==> src/rtl/scdaq_pkg.sv <==
// Shared types and constants for the scdaq readout path.
package scdaq_pkg;

    typedef enum logic [2:0] {
        ST_IDLE,
        ST_REQ,
        ST_HDR,
        ST_ADDR,
        ST_DATA,
        ST_DONE,
        ST_RELEASE
    } rdo_state_t;

    // Two-bit word tags in the top bits of every stream word
    localparam logic [1:0] TAG_HDR = 2'b11;
    localparam logic [1:0] TAG_SMP = 2'b00;

    localparam int OUT_W_DEF = 16;

endpackage

==> src/rtl/scdaq_rdo_outreg.sv <==
// Output holding register for the readout stream: loads a word, keeps it
// stable until the downstream accepts it, or drops it on an explicit clear.
module scdaq_rdo_outreg
    import scdaq_pkg::*;
#(
    parameter int OUT_W = OUT_W_DEF
) (
    input  logic             clk,
    input  logic             rst_n,
    input  logic             load,
    input  logic [OUT_W-1:0] load_data,
    input  logic             load_last,
    input  logic             clr,
    input  logic             m_ready,
    output logic [OUT_W-1:0] m_data,
    output logic             m_valid,
    output logic             m_last
);

    // Load wins; otherwise a handshake or clear retires the word (data kept)
    always_ff @(posedge clk or negedge rst_n) begin
        if (!rst_n) begin
            m_data  <= '0;
            m_valid <= 1'b0;
            m_last  <= 1'b0;
        end else if (load) begin
            m_data  <= load_data;
            m_valid <= 1'b1;
            m_last  <= load_last;
        end else if (clr || (m_valid && m_ready)) begin
            m_valid <= 1'b0;
            m_last  <= 1'b0;
        end
    end

endmodule

==> src/rtl/scdaq_rdo_ctrl.sv <==
// Frame readout controller: requests the acquisition buffer, walks every
// sample address with a fixed read latency, and streams header + samples.
module scdaq_rdo_ctrl
    import scdaq_pkg::*;
#(
    parameter int NSAMPLES     = 512,
    parameter int PRECISION    = 14,
    parameter int RDO_ADD_BLEN = 9,
    parameter int OUT_W        = OUT_W_DEF,
    parameter int RD_LAT       = 2,
    parameter int ACK_TIMEOUT  = 1023
) (
    input  logic                    RDO_Clock,
    input  logic                    Reset_n,
    input  logic                    Start,
    output logic                    Busy,
    output logic                    Err,
    output logic                    RDO_Req,
    input  logic                    RDO_Ack,
    output logic [RDO_ADD_BLEN-1:0] RDO_Add,
    input  logic [PRECISION-1:0]    RDO_Q,
    output logic                    RDO_Done,
    output logic [OUT_W-1:0]        M_Data,
    output logic                    M_Valid,
    input  logic                    M_Ready,
    output logic                    M_Last
);

    localparam int TMO_W = $clog2(ACK_TIMEOUT + 1);

    rdo_state_t              state;
    logic [RDO_ADD_BLEN-1:0] idx;
    logic [2:0]              lat_cnt;
    logic [TMO_W-1:0]        tmo_cnt;
    logic [OUT_W-3:0]        frame_cnt;

    logic             hs, abort, lat_done, idx_last;
    logic             ol_load, ol_clr, ol_last;
    logic [OUT_W-1:0] ol_data;

    assign hs       = M_Valid && M_Ready;
    assign abort    = (state inside {ST_HDR, ST_ADDR, ST_DATA}) && !RDO_Ack;
    assign lat_done = (lat_cnt == 3'(RD_LAT - 1));
    assign idx_last = (idx == RDO_ADD_BLEN'(NSAMPLES - 1));

    // Decode what the output register loads this cycle; abort drops the word
    always_comb begin
        ol_load = 1'b0;
        ol_clr  = 1'b0;
        ol_last = 1'b0;
        ol_data = '0;
        case (state)
            ST_REQ: begin
                ol_load = RDO_Ack;
                ol_data = {TAG_HDR, frame_cnt};
            end
            ST_ADDR: begin
                ol_load = lat_done;
                ol_data = {TAG_SMP, (OUT_W-2)'(RDO_Q)};
                ol_last = idx_last;
            end
            default: ;
        endcase
        if (abort) begin
            ol_load = 1'b0;
            ol_clr  = 1'b1;
        end
    end

    // Readout FSM with its counters and registered control outputs
    always_ff @(posedge RDO_Clock or negedge Reset_n) begin
        if (!Reset_n) begin
            state     <= ST_IDLE;
            idx       <= '0;
            lat_cnt   <= '0;
            tmo_cnt   <= '0;
            frame_cnt <= '0;
            RDO_Req   <= 1'b0;
            RDO_Done  <= 1'b0;
            RDO_Add   <= '0;
            Busy      <= 1'b0;
            Err       <= 1'b0;
        end else begin
            RDO_Done <= 1'b0;
            Err      <= 1'b0;
            if (abort) begin
                // Buffer withdrew its grant mid-frame: give up and release
                RDO_Req <= 1'b0;
                Err     <= 1'b1;
                state   <= ST_RELEASE;
            end else begin
                case (state)
                    ST_IDLE: if (Start) begin
                        state   <= ST_REQ;
                        RDO_Req <= 1'b1;
                        Busy    <= 1'b1;
                        tmo_cnt <= '0;
                    end
                    ST_REQ: begin
                        if (RDO_Ack) begin
                            state <= ST_HDR;
                        end else if (tmo_cnt == TMO_W'(ACK_TIMEOUT)) begin
                            state   <= ST_IDLE;
                            RDO_Req <= 1'b0;
                            Busy    <= 1'b0;
                            Err     <= 1'b1;
                        end else begin
                            tmo_cnt <= tmo_cnt + TMO_W'(1);
                        end
                    end
                    ST_HDR: if (hs) begin
                        state   <= ST_ADDR;
                        idx     <= '0;
                        RDO_Add <= '0;
                        lat_cnt <= '0;
                    end
                    ST_ADDR: begin
                        if (lat_done) state <= ST_DATA;
                        else          lat_cnt <= lat_cnt + 3'd1;
                    end
                    ST_DATA: if (hs) begin
                        if (idx_last) begin
                            state    <= ST_DONE;
                            RDO_Done <= 1'b1;
                            RDO_Req  <= 1'b0;
                        end else begin
                            state   <= ST_ADDR;
                            idx     <= idx + RDO_ADD_BLEN'(1);
                            RDO_Add <= idx + RDO_ADD_BLEN'(1);
                            lat_cnt <= '0;
                        end
                    end
                    ST_DONE: state <= ST_RELEASE;
                    ST_RELEASE: if (!RDO_Ack) begin
                        state     <= ST_IDLE;
                        Busy      <= 1'b0;
                        frame_cnt <= frame_cnt + (OUT_W-2)'(1);
                    end
                    default: state <= ST_IDLE;
                endcase
            end
        end
    end

    scdaq_rdo_outreg #(.OUT_W(OUT_W)) u_outreg (
        .clk       (RDO_Clock),
        .rst_n     (Reset_n),
        .load      (ol_load),
        .load_data (ol_data),
        .load_last (ol_last),
        .clr       (ol_clr),
        .m_ready   (M_Ready),
        .m_data    (M_Data),
        .m_valid   (M_Valid),
        .m_last    (M_Last)
    );

endmodule
==> config.mk <==
export PLATFORM = sky130hd
export DESIGN_NAME = scdaq_rdo_ctrl
export DESIGN_NICKNAME = d
export VERILOG_FILES = /design/src/rtl/scdaq_pkg.sv /design/src/rtl/scdaq_rdo_outreg.sv /design/src/rtl/scdaq_rdo_ctrl.sv
export SDC_FILE = /design/constraint.sdc
export NUM_CORES = 1
export LEC_CHECK = 0
export CORE_ASPECT_RATIO = 1.75
export CORE_MARGIN = 3
export CORE_UTILIZATION = 54
export DETAILED_ROUTE_END_ITERATION = 7
export HOLD_SLACK_MARGIN = 0.08
export PLACE_DENSITY_LB_ADDON = 0.15
export SLEW_MARGIN = 20
export SYNTH_ARGS = -nofsm -noshare
export SYNTH_HDL_FRONTEND = slang
export SYNTH_HIERARCHICAL = 1
export SYNTH_SLANG_ARGS = --single-unit
==> constraint.sdc <==
create_clock -name RDO_Clock -period 2.9 [get_ports RDO_Clock]
set_input_delay 0.29 -clock RDO_Clock [delete_from_list [all_inputs] [get_ports RDO_Clock]]
set_output_delay 0.29 -clock RDO_Clock [all_outputs]
set_load 0.05 [all_outputs]
==> qor.txt, run 1 <==
Number of warnings printed during yosys synthesis: 6
Total I/O pin count: 50
Final setup vio count: 0
Total negative slack for setup checks: 0 ns
Number of buffers created by CTS: 9
Detailed-route DRC error count: 0
Max_slew headroom: 49.63%
Top_reg_cell synth: sky130_fd_sc_hd__dfrtp_1
Post-Synthesis Net Count: 338
Share of synthesized registers carrying an async set or reset: 100.0%
Overall power after layout: 0.003756 W
Cells after Synth: 312
Post-synth design cell area: 3228 µm²
CTS sink cnt: 61
Layout overhead on the synthesized area: 24.15%
Latest clock arrival within the worst-skew pair: 0.34 ns
TritonCTS clock tree: done
Classification of the worst setup path: reg -> reg
Final Wtd Congestion: 0.8476
Post CTS Setup Buffer Count: 0
Chip width: 64.45 µm
Distinct cell type count of the synthesized netlist: 58
Via density: 5.659
Unrepaired setup endpoints after global routing: false
Post-route design area: 4008 µm²
Antenna Diode Count: 0
Post-Route Utilization: 70.61%
Endpoint kind of the worst setup timing path: flip-flop
Net switching power: 0.001476 W
Cell Count, Final, Fillers Out: 443
Post-route fraction of the period consumed by the critical path: 88.28%
Total number of vias: 2507
Maximum count of clock buffers along a single path: 2
Starting DRC count in detailed routing: 203
Internal power consumption: 0.002280 W
Cts hold-fix bufs: 0
Clock root cell: sky130_fd_sc_hd__clkbuf_8
Crit path required time: 3.12 ns
Post-detail-place hpwl: 4964 µm
Final hold vios: 0
Static leakage: 1.830 nW
Startpoint types: flip-flop
Number of search-and-repair iterations in the first detailed-routing pass: 4
Number of enable-type register cells in the synthesized netlist: 0
DIE HEIGHT: 108.3 µm
Number of buffers inserted by port buffering: 49
Worst-Margin Slew: 0.7555 ns
Floorplan row count: 36
Largest net degree at the start of global routing: 62
Total power density per cell area: 937.2 nW/µm²
Share of cells above drive strength 1: 14.99%
Avg Cell Area, Syn: 10.35 µm²
HP Class: in -> async
Area after detailed placement: 3761 µm²
Number of global-route vias before repair: 2527
Data arrival time of the critical path: 2.78 ns
Number of routed nets with antenna violations: 0
Combinational power share: 41.3%
Total grt overflow: 0
Global router's overall resource usage: 21.95%
Initial antenna violation count: 0
Initial standard-cell utilization of the core: 56.88%
Sequential fraction of the synthesis area: 47.29%
Resized cells post-CTS: 0
Number of levels the H-tree was split into: 3
Proportion of power drawn by flip-flops and latches: 33.5%
Clock edge transition at the registers on the reported setup and hold paths: 0.07 ns
Final max-slew violation count: 0
Core Area: 5675 µm²
Wire length of the first global-routing pass: 11830 µm
Status: finished, final reports clean
Average wire per standard cell: 15.57 µm
Post-Place Cells: 428
Number of violations of the max-capacitance limit: 0
Maximum fanout along the worst path: 12
Post-layout nets: 389
Total Routed Length: 6899 µm
Worst-case vdd ir drop: 0.6316 mV
Total of flip-flops plus latches after synthesis: 61
Upper clock frequency limit: 390.6 MHz
Fin crit period: 2.560 ns
Fin Clk Skew: 0.007682 ns
Clock share of power: 25.2%
Die outline area: 6978 µm²
Share of total power consumed by net switching: 39.30%
## metal layers
metal  vias to the layer above  part of all wire, %  global-route usage, %
met5                         -                    0                      0
met4                         0                  2.7                  12.10
met3                        17                  3.1                  3.222
met2                        58                   55                  38.83
met1                      1203                   39                  25.02
li1                       1229                    -                      -
## cell families (layout without fill, tap and decap cells)
family	Yosys count	after routing	synth area share [%]
and+or+nand+nor	114	114	18.84
AOI/OAI and AO/OA	74	74	16.78
DFF	61	61	47.29
buffers and inverters	22	77	3.837
xor gates and xnor gates	17	17	4.612
muxes	17	17	5.930
adders and majority gates	7	7	2.713
## worst paths after layout
check | startpoint | endpoint | slack [ns] | cells past startpoint
worst max-delay path | idx[0] | idx[3] | 0.34 | 9
worst min-delay path | Reset_n | idx[5] | 0.10 | 2
worst max register to register | idx[0] | idx[3] | 0.34 | 9
worst min register to register | frame_cnt[13] | frame_cnt[13] | 0.47 | 1
max in group asynchronous | Reset_n | frame_cnt[7] | 2.30 | 2
min in group RDO_Clock | frame_cnt[13] | frame_cnt[13] | 0.47 | 1
## cell usage after synthesis, drive strengths merged (4+ instances only)
cell	count	area [µm²]
a21oi	6	33.78
a22o	15	131.4
and2	4	25.02
and3	13	81.33
buf	8	71.31
clkbuf	7	26.28
dfrtp	61	1526
ha	7	87.58
inv	7	26.27
mux2	17	191.4
nand2	30	112.6
nand2b	6	37.54
nand3	10	50.05
nor2	25	96.35
nor3	5	25.02
o21ai	27	135.1
o31ai	4	30.03
xnor2	10	87.58
xor2	7	61.31
## critical path, stage by stage (launching register included)
cell,delay [ns]
sky130_fd_sc_hd__dfrtp_1,0.42
sky130_fd_sc_hd__ha_1,0.23
sky130_fd_sc_hd__and3_1,0.21
sky130_fd_sc_hd__nand3_1,0.13
sky130_fd_sc_hd__nor2_1,0.08
sky130_fd_sc_hd__ha_1,0.25
sky130_fd_sc_hd__or3b_1,0.36
sky130_fd_sc_hd__a211o_1,0.44
sky130_fd_sc_hd__o21ai_0,0.21
sky130_fd_sc_hd__o21ai_0,0.11
## layout by cell type, fill, tap and decap left out, drive strengths merged, types with 10 or more instances in the layout
master,netlist,final
nand2,30,30
xnor2,10,10
and3,13,13
clkbuf,7,11
clkdlybuf4s50,0,48
o21ai,27,27
dfrtp,61,61
mux2,17,17
nor2,25,25
a22o,15,15
nand3,10,10
## power groups by stage
| stage | sequential (W) | clock (W) | combinational, W |
|---|---|---|---|
| 2_1_floorplan | 0.00160 | 0 | 0.000781 |
| 3_3_place_gp | 0.00126 | 0 | 0.00154 |
| 3_5_place_dp | 0.00127 | 0 | 0.00156 |
| 4_1_cts | 0.00126 | 0.000956 | 0.00157 |
| 5_1_grt | 0.00130 | 0.000992 | 0.00168 |
| 6_report | 0.00126 | 0.000946 | 0.00155 |
## state kept, by name, indices dropped and copies added, names as in the netlist
name	flops
Busy	1
Err	1
RDO_Done	1
RDO_Req	1
frame_cnt	14
idx	9
lat_cnt	3
state	3
tmo_cnt	10
u_outreg/m_data	16
u_outreg/m_last	1
u_outreg/m_valid	1
## cell type report
cell class / instances / area (µm²)
inverter: 7 / 26.28
fill: 477 / 1668
multi-input combinational: 229 / 1583
tap: 76 / 95.09
clock inverter: 4 / 95.09
clock buffer: 11 / 151.4
sequential: 61 / 1526
timing repair buffer: 55 / 530.5
## metrics by stage
stage | setup WS, ns | hold WS, ns
3_3_place_gp | 0.4236 | 0.4663
5_1_grt | 0.1120 | 0.1596
6_report | 0.3397 | 0.1006
3_5_place_dp | 0.3671 | 0.4663
4_1_cts | 0.3343 | 0.1378
2_1_floorplan | 0.1994 | -0.005591
No activity file was read; power rests on OpenSTA's default activity.
==> run 2, diff against run 1 <==
- ABC_CLOCK_PERIOD_IN_PS: not set -> 2900
- REMOVE_ABC_BUFFERS: not set -> 1
- SYNTH_HIERARCHICAL: 1 -> not set
==> qor.txt, run 2 <==
Status: finished, final reports clean
Floorplan row count: 36
Number of levels the H-tree was split into: 3
Startpoint types: flip-flop
Total negative slack for setup checks: 0 ns
Resized cells post-CTS: 0
Starting DRC count in detailed routing: 209
Number of buffers inserted by port buffering: 49
Final setup vio count: 0
Share of synthesized registers carrying an async set or reset: 100.0%
Fin Clk Skew: 0.006844 ns
Clock edge transition at the registers on the reported setup and hold paths: 0.07 ns
Post-detail-place hpwl: 5573 µm
Detail Route met2 WL: 4173 µm
Detailed route wirelength on metal3: 262 µm
Timing startpoint of the critical path: idx[0]
Global router's overall resource usage: 23.51%
Total number of vias: 2851
Most common cell in the netlist: sky130_fd_sc_hd__dfrtp_1
Static leakage: 1.646 nW
Total I/O pin count: 50
Layout overhead on the synthesized area: 23.69%
TritonCTS clock tree: done
Total Routed Length: 7633 µm
Maximum count of clock buffers along a single path: 2
Antenna Diode Count: 0
Main combinational cell family by area after synthesis: compound AO/OA/AOI/OAI gates
R2R Setup Slk: 0.25 ns
Classification of the worst setup path: reg -> reg
Number of global-route vias before repair: 2784
Combinational power share: 42.2%
Die outline area: 6976 µm²
Fin crit period: 2.645 ns
Endpoint kind of the worst setup timing path: flip-flop
Post CTS Setup Buffer Count: 0
Metal-1 WL: 3052 µm
Wire length of the first global-routing pass: 12780 µm
Worst-Margin Slew: 0.7303 ns
Number of search-and-repair iterations in the first detailed-routing pass: 6
Total of flip-flops plus latches after synthesis: 60
Clock share of power: 21.1%
Fraction of synthesized cell area in xor and xnor cells: 4.343%
Final hold vios: 0
CTS sink cnt: 60
Number of enable-type register cells in the synthesized netlist: 0
Clock root cell: sky130_fd_sc_hd__clkbuf_8
Unrepaired setup endpoints after global routing: false
Internal power consumption: 0.001913 W
Number of routed nets with antenna violations: 0
Commonest cells after routing, fill and taps aside: 60 x sky130_fd_sc_hd__dfrtp_1, 48 x sky130_fd_sc_hd__clkdlybuf4s50_1, 44 x sky130_fd_sc_hd__nand2_1
Reg2Reg Capture Point: idx[2]
Area share of the leading cell type in the synthesized netlist: 46.53%
Post-synth design cell area: 3227 µm²
Sequential fraction of the synthesis area: 46.53%
Cts hold-fix bufs: 1
Chip width: 64.44 µm
Critical path endpoint: idx[2]
DIE HEIGHT: 108.3 µm
Number of warnings printed during yosys synthesis: 0
Worst reg2reg path startpoint: idx[0]
Total power density per cell area: 822.4 nW/µm²
Initial standard-cell utilization of the core: 56.86%
Leading registers by flop count: u_outreg.m_data: 15 flops, frame_cnt: 14 flops, tmo_cnt: 10 flops
Area fraction in compound gates after synthesis: 21.40%
Post-route fraction of the period consumed by the critical path: 91.22%
Largest net degree at the start of global routing: 28
Latest clock arrival within the worst-skew pair: 0.33 ns
Number of cell instances on the worst register-to-register path: 9
Highest metal layer used by the detailed router: met4
Largest register FFs: 15
Post-layout nets: 420
Most frequent standard cell in the layout excluding fill and tap cells: sky130_fd_sc_hd__dfrtp_1
Cells after Synth: 342
Share of total power consumed by net switching: 41.73%
Most flop-heavy register: u_outreg.m_data
Proportion of power drawn by flip-flops and latches: 36.7%
Commonest cells in the synthesized netlist: 60 x sky130_fd_sc_hd__dfrtp_1, 44 x sky130_fd_sc_hd__nand2_1, 32 x sky130_fd_sc_hd__o21ai_0
Avg Cell Area, Syn: 9.435 µm²
Final max-slew violation count: 0
HP Class: in -> async
Detailed-route DRC error count: 0
Maximum fanout along the worst path: 12
Final Wtd Congestion: 0.8641
Top_reg_cell synth: sky130_fd_sc_hd__dfrtp_1
Core Area: 5675 µm²
Adder-cell share of the synthesized area: 2.714%
Distinct cell type count of the synthesized netlist: 53
Number of violations of the max-capacitance limit: 0
Data arrival time of the critical path: 2.85 ns
Via density: 6.027
Share of cells above drive strength 1: 8.312%
Worst-case vdd ir drop: 0.4637 mV
Multiplexer share of the synthesized area: 1.008%
Number of buffers created by CTS: 9
Total grt overflow: 0
Upper clock frequency limit: 378.0 MHz
Area contributors post-synth: sky130_fd_sc_hd__dfrtp_1 47%, sky130_fd_sc_hd__nand2_1 5.1%, sky130_fd_sc_hd__o21ai_0 5.0%
Basic-gate share of the synthesized area counting and, or, nand and nor cells: 20.01%
Max_slew headroom: 51.10%
Worst slack on hold paths: 0.4273 ns
Crit path required time: 3.11 ns
Net switching power: 0.001370 W
Average wire per standard cell: 16.14 µm
Synth area leader: sky130_fd_sc_hd__dfrtp_1
Initial antenna violation count: 0
## run 2: cells by family after synthesis
logic type / after synthesis
XOR/XNOR: 16
AO/OA/AOI/OAI: 103
adder cells (fa/ha/maj): 7
multiplexers: 3
flip-flops: 60
buffers and inverters: 28
AND/OR/NAND/NOR: 125
## run 2: through the flow
| stage | setup slack [ns] | power [W] | utilization (%) | cell area, µm² | std cells |
|---|---|---|---|---|---|
| after CTS | 0.2803 | 0.003293 | 70.33 | 3991 | 473 |
| after global placement | 0.3877 | 0.002567 | 67.13 | 3810 | 458 |
| after global routing | 0.03320 | 0.003464 | 70.33 | 3991 | 473 |
| after detailed placement | 0.2807 | 0.002589 | 67.13 | 3810 | 458 |
| final | 0.2547 | 0.003282 | 70.33 | 3991 | 473 |
| after floorplan | 0.1729 | 0.002088 | - | 3120 | 320 |
## run 2: power groups by stage
stage,combinational [W],clock [W],sequential [W]
6_report,0.00139,0.000694,0.00120
3_5_place_dp,0.00138,0,0.00121
5_1_grt,0.00150,0.000735,0.00123
4_1_cts,0.00139,0.000705,0.00120
2_1_floorplan,0.000545,0,0.00154
3_3_place_gp,0.00136,0,0.00121
## run 2: critical path, cell delays in order (launching register included)
cell and delay [ns]:
sky130_fd_sc_hd__dfrtp_1 0.41, sky130_fd_sc_hd__ha_1 0.23, sky130_fd_sc_hd__and3_1 0.21, sky130_fd_sc_hd__nand3_1 0.11
sky130_fd_sc_hd__nor2_1 0.19, sky130_fd_sc_hd__ha_1 0.29, sky130_fd_sc_hd__nor3b_1 0.08, sky130_fd_sc_hd__o211ai_1 0.62
sky130_fd_sc_hd__or2_2 0.28, sky130_fd_sc_hd__o21ai_0 0.09
## run 2: worst min path at each step
stage / from / end / slack, ns / cells after the start
2_1_floorplan: Reset_n / Busy / -0.006 / 0
3_3_place_gp: Reset_n / u_outreg.m_data[4] / 0.22 / 1
3_5_place_dp: Reset_n / RDO_Req / 0.22 / 1
4_1_cts: Reset_n / u_outreg.m_data[4] / 0.42 / 2
5_1_grt: Reset_n / RDO_Req / 0.46 / 2
6_report: Reset_n / RDO_Req / 0.43 / 2
## run 2: cell type report
type / count / area [µm²]
clock buffers: 11 / 131.4
clock inverters: 3 / 40.04
fillers: 475 / 1684
inverters: 6 / 22.52
multi-input cells: 254 / 1608
flip-flops and latches: 60 / 1501
well taps: 76 / 95.09
repair buffers: 63 / 593.1
## run 2: routing by layer
layer  track usage (%)  vias up
met5                 0        -
met4             10.89        0
met3             4.990       13
met2             42.53       74
met1             25.87     1403
li1                  -     1361
